<file path="config.mk">
export PLATFORM = sky130hd
export DESIGN_NAME = cache_mem_arbiter
export DESIGN_NICKNAME = d
export VERILOG_FILES = /design/src/rtl/cache_mem_arbiter_pkg.sv /design/src/rtl/cache_mem_arbiter_rr.sv /design/src/rtl/cache_mem_arbiter.sv
export SDC_FILE = /design/constraint.sdc
export NUM_CORES = 1
export LEC_CHECK = 0
export BUFFER_PORTS_ARGS = -buffer_cell sky130_fd_sc_hd__buf_4
export CAP_MARGIN = 20
export CORE_AREA = 2 2 121 123
export DETAILED_ROUTE_END_ITERATION = 12
export DIE_AREA = 0 0 123 125
export SYNTH_ARGS = -nofsm -noshare
export SYNTH_HDL_FRONTEND = slang
export SYNTH_SLANG_ARGS = --single-unit
</file>
<file path="constraint.sdc">
create_clock -name clk -period 1.8 [get_ports clk]
set_input_delay 0.09 -clock clk [delete_from_list [all_inputs] [get_ports clk]]
set_output_delay 0.09 -clock clk [all_outputs]
set_load 0.1 [all_outputs]
</file>
<file path="src/rtl/cache_mem_arbiter_pkg.sv">
// Shared types and constants for the cache memory-port arbiter.
// Port 0 is the instruction cache, port 1 is the data cache.
package cache_pkg;

    typedef enum logic {
        ARB_IDLE = 1'b0,
        ARB_BUSY = 1'b1
    } arb_state_t;

    localparam logic PORT_I = 1'b0;
    localparam logic PORT_D = 1'b1;

endpackage

</file>
<file path="src/rtl/cache_mem_arbiter_rr.sv">
// Combinational two-way winner selection.
// A tie goes to port 0 under fixed priority, otherwise to the port that did not own last.
module rr_arbiter_2
    import cache_pkg::*;
#(
    parameter int FIXED_PRIO = 0
) (
    input  logic [1:0] i_req,
    input  logic       i_last_owner,
    output logic       o_any,
    output logic       o_winner
);

    always_comb begin
        o_any    = |i_req;
        o_winner = PORT_I;
        if (i_req == 2'b11) begin
            o_winner = (FIXED_PRIO != 0) ? PORT_I : ~i_last_owner;
        end else if (i_req[1]) begin
            o_winner = PORT_D;
        end
    end

endmodule

</file>
<file path="src/rtl/cache_mem_arbiter.sv">
// Shares one LSU memory port between the instruction and data caches.
// Each grant is locked for a full line burst; ownership is re-arbitrated between bursts.
module cache_mem_arbiter
    import cache_pkg::*;
#(
    parameter int BURST_LEN  = 8,
    parameter int FIXED_PRIO = 0
) (
    input  logic        clk,
    input  logic        rstn_i,
    input  logic        p0_read_i,
    input  logic        p0_write_i,
    input  logic [3:0]  p0_we_i,
    input  logic [31:0] p0_addr_i,
    input  logic [31:0] p0_data_i,
    output logic [31:0] p0_data_o,
    output logic        p0_valid_o,
    input  logic        p1_read_i,
    input  logic        p1_write_i,
    input  logic [3:0]  p1_we_i,
    input  logic [31:0] p1_addr_i,
    input  logic [31:0] p1_data_i,
    output logic [31:0] p1_data_o,
    output logic        p1_valid_o,
    output logic        mem_read_o,
    output logic        mem_write_o,
    output logic [3:0]  mem_we_o,
    output logic [31:0] mem_addr_o,
    output logic [31:0] mem_data_o,
    input  logic [31:0] mem_data_i,
    input  logic        mem_valid_i
);

    localparam int CNT_W = $clog2(BURST_LEN) + 1;
    localparam logic [CNT_W-1:0] LAST_BEAT = CNT_W'(BURST_LEN - 1);

    arb_state_t       r_state;
    logic             r_owner;
    logic             r_last_owner;
    logic [CNT_W-1:0] r_beat_cnt;

    logic [1:0] w_req;
    logic       w_busy;
    logic       w_release;
    logic       w_arb_last;
    logic       w_any;
    logic       w_winner;

    assign w_req     = {p1_read_i | p1_write_i, p0_read_i | p0_write_i};
    assign w_busy    = (r_state == ARB_BUSY);
    assign w_release = w_busy && ((mem_valid_i && (r_beat_cnt == LAST_BEAT)) || !w_req[r_owner]);

    // On release the current owner is the one that just owned, so it loses a tie.
    assign w_arb_last = w_busy ? r_owner : r_last_owner;

    rr_arbiter_2 #(
        .FIXED_PRIO(FIXED_PRIO)
    ) u_rr (
        .i_req        (w_req),
        .i_last_owner (w_arb_last),
        .o_any        (w_any),
        .o_winner     (w_winner)
    );

    always_ff @(posedge clk or negedge rstn_i) begin
        if (!rstn_i) begin
            r_state      <= ARB_IDLE;
            r_owner      <= PORT_I;
            r_last_owner <= PORT_D;
            r_beat_cnt   <= '0;
        end else begin
            case (r_state)
                ARB_IDLE: begin
                    if (w_any) begin
                        r_state    <= ARB_BUSY;
                        r_owner    <= w_winner;
                        r_beat_cnt <= '0;
                    end
                end
                ARB_BUSY: begin
                    if (w_release) begin
                        r_last_owner <= r_owner;
                        r_beat_cnt   <= '0;
                        if (w_any) begin
                            r_owner <= w_winner;
                        end else begin
                            r_state <= ARB_IDLE;
                        end
                    end else if (mem_valid_i) begin
                        r_beat_cnt <= r_beat_cnt + 1'b1;
                    end
                end
                default: r_state <= ARB_IDLE;
            endcase
        end
    end

    always_comb begin
        mem_read_o  = 1'b0;
        mem_write_o = 1'b0;
        mem_we_o    = '0;
        mem_addr_o  = '0;
        mem_data_o  = '0;
        p0_data_o   = '0;
        p0_valid_o  = 1'b0;
        p1_data_o   = '0;
        p1_valid_o  = 1'b0;
        if (w_busy) begin
            if (r_owner == PORT_D) begin
                mem_read_o  = p1_read_i & ~p1_write_i;
                mem_write_o = p1_write_i;
                mem_we_o    = p1_we_i;
                mem_addr_o  = p1_addr_i;
                mem_data_o  = p1_data_i;
                p1_data_o   = mem_data_i;
                p1_valid_o  = mem_valid_i;
            end else begin
                mem_read_o  = p0_read_i & ~p0_write_i;
                mem_write_o = p0_write_i;
                mem_we_o    = p0_we_i;
                mem_addr_o  = p0_addr_i;
                mem_data_o  = p0_data_i;
                p0_data_o   = mem_data_i;
                p0_valid_o  = mem_valid_i;
            end
        end
    end

endmodule

</file>
==> impl_metrics.ini <==
[critical_path]
worstPathMaxFanout = 21
r2r_start = r_owner
crit_type = flop to primary output
startpoint = r_owner
required_ns = 1.71
startpoint_type = flop
worst_setup_path_end_kind = primary output
cp.arrival_ns = 1.68

[min_path]
hold_path.startpoint = p0_read_i
hp-class = input port to flop

[logic_synthesis]
synthTopCellsByArea = mux2i_1, nor2b_1, and2_1
synth_seq_cells = 7
syn_nets = 453
synthFlopType = dfrtp_1
synth.avg_cell_area_um2 = 7.66
synth_top_cell_by_area = mux2i_1
synthArstFlopShare_pct = 100
synth_top_area_share_pct = 33.0
yosysUniqueCellTypes = 30
synth-edff-count = 0
ys_warn_count = 0
synth_commonest_cells = mux2i_1, nor2b_1, and2_1, and3_1, clkbuf_1
netlist_area_um2 = 2120
ys_seq_area_share_pct = 8.31
syn-instance-count = 277

[detailed_routing]
wl_per_cell_um = 15.3
drt-vias-per-instance = 4.13
antenna_left = 0
wirelength_um = 11500
num_vias = 3120
drtPass1Iterations = 4
drt_iter0_drc = 100
route.detailed.drc = 0

[finish]
nFillCells = 1481
seqCellArea_um2 = 181
diodes = 0
areaGrowthSynthToFinish_pct = 136
drive_gt1_share_pct = 69.9
multi_input_area_um2 = 1990
fin_nets = 749
final_cell_count_no_fill = 756

[timing]
rsz0062_at_grt = yes
setup_tns_ns = 0
min_period_ns = 1.77
setup_viol = 0
tightest_slew_ns = 0.438
max_slew_margin_pct = 70.8
period_share_pct = 98.2
fmax_mhz = 565
hold_viol = 0
fin_worst_skew_ns = 0.000773
final_max_slew_viol_count = 0

[die]
die_h_um = 125
die_width_um = 123
core_um2 = 14200
die_area_um2 = 15400
initial_core_util_pct = 14.9
rows = 44
ios = 311

[run]
drv_cap = 0

[placement]
gp_congestion = 0.917
placed_cells = 749
dpl.hpwl_um = 9280
port-buffer-count = 310

[run_status]
status = finished, final reports clean

[power]
p_switching_mw = 3.63
switching_share_pct = 68.1
p_int_mw = 1.70
leakage_nw = 2.84
ir_worst_vdd_v = 0.000679
seq_power_share_pct = 4.2
pwr-share-comb_pct = 88.7
clkPwrFrac_pct = 7.1
power_density_nw_per_um2 = 1070

[cts]
clkTransAtPathRegs_ns = 0.04
cts.sinks = 7
insertion_delay_ns = 0.23
numCtsBuffers = 3
cts_tree = yes
clockBufferDepth = 2
htreeDepth = 1
cts_root_buf = clkbuf_16

[global_route]
grt_pass1_wl_um = 16700
grt_pass1_vias = 3206
grt_max_degree = 61
antenna_found_initial = 0
overflow = 0
grtUsageTotal_pct = 13.6
==> path summary, 6_finish.rpt <==
kind | slack (ns) | depth (start not counted) | end
max reg2reg | 0.24 | 5 | r_beat_cnt[0]
max in group asynchronous | 1.36 | 2 | r_last_owner
min reg2reg | 0.51 | 2 | r_last_owner
min | 0.09 | 3 | r_state
min in group asynchronous | 0.24 | 2 | r_beat_cnt[3]
max | 0.03 | 4 | mem_data_o[4]
==> layer usage <==
layer	track usage [%]	up-vias	part of all wire (%)
met5	0	-	0
met1	15.4	1443	38
met4	2.07	0	1.2
li1	-	1527	-
met2	25.9	136	55
met3	3.15	14	5.9
==> power groups by stage <==
stage / Sequential [mW] / Combinational, mW / Clock (mW)
floorplan: 0.200 / 3.62 / 0
global placement: 0.219 / 4.63 / 0
detailed placement: 0.222 / 4.66 / 0
CTS: 0.226 / 4.71 / 0.389
global route: 0.227 / 4.87 / 0.399
finish: 0.223 / 4.73 / 0.381
==> registers in the layout, summed over array words and instances, names as in the netlist <==
signal        flops
r_owner           1
r_last_owner      1
r_beat_cnt        4
r_state           1
==> layout by cell type (no fill, tap or decap), drive strengths merged, types with 4 or more instances in the layout <==
cell	netlist	final
dfrtp	6	6
nand2	6	6
nor2	6	6
nand3	4	4
buf	11	315
and2	33	33
and3	33	33
mux2i	70	70
nor2b	71	71
clkbuf	16	5
==> cell type report <==
cell class | count | area share, %
sequential | 7 | 3.63
tap | 184 | 4.61
timing repair buffer | 318 | 50.3
multi-input combinational | 241 | 39.7
clock buffer | 4 | 1.58
inverter | 2 | 0.150
==> kinds of logic after synthesis <==
kind of cell / Yosys count / synth area share [%]
AO/OA/AOI/OAI: 11 / 4.25
XOR/XNOR: 1 / 0.413
adder cells (fa/ha/maj): 1 / 0.590
buffers and inverters: 29 / 6.43
flip-flops: 7 / 8.31
multiplexers: 71 / 33.7
AND/OR/NAND/NOR: 157 / 46.3
==> stage by stage <==
stage	power [mW]	hold WS [ns]	utilization (%)	worst slack (ns)	area [um2]
2_1_floorplan	3.82	-0.206	-	-0.0826	2300
6_report	5.34	0.0899	35.2	0.0316	5000
4_1_cts	5.32	0.0884	34.8	0.00825	4940
3_5_place_dp	4.88	-0.0901	33.9	0.238	4810
3_3_place_gp	4.85	-0.0934	33.9	0.268	4810
5_1_grt	5.49	0.129	35.2	-0.0103	5000
==> worst max-delay path: stages, from the launching register on <==
cell and delay (ns):
dfrtp_4 0.54, bufbuf_16 0.34, mux2i_1 0.14, nor2b_2 0.11, buf_4 0.30
==> what timing repair did <==
| item | in CTS | in global routing |
|---|---|---|
| resized for setup | 1 | 15 |
| endpoints found under the setup margin | 1 | 46 |
| buffers inserted | 0 | 1 |
| hold buffers | 1 | 0 |
| endpoints found under the hold margin | 7 | 0 |
| cloned | 1 | 0 |
Power figures use the tool's default switching activity.
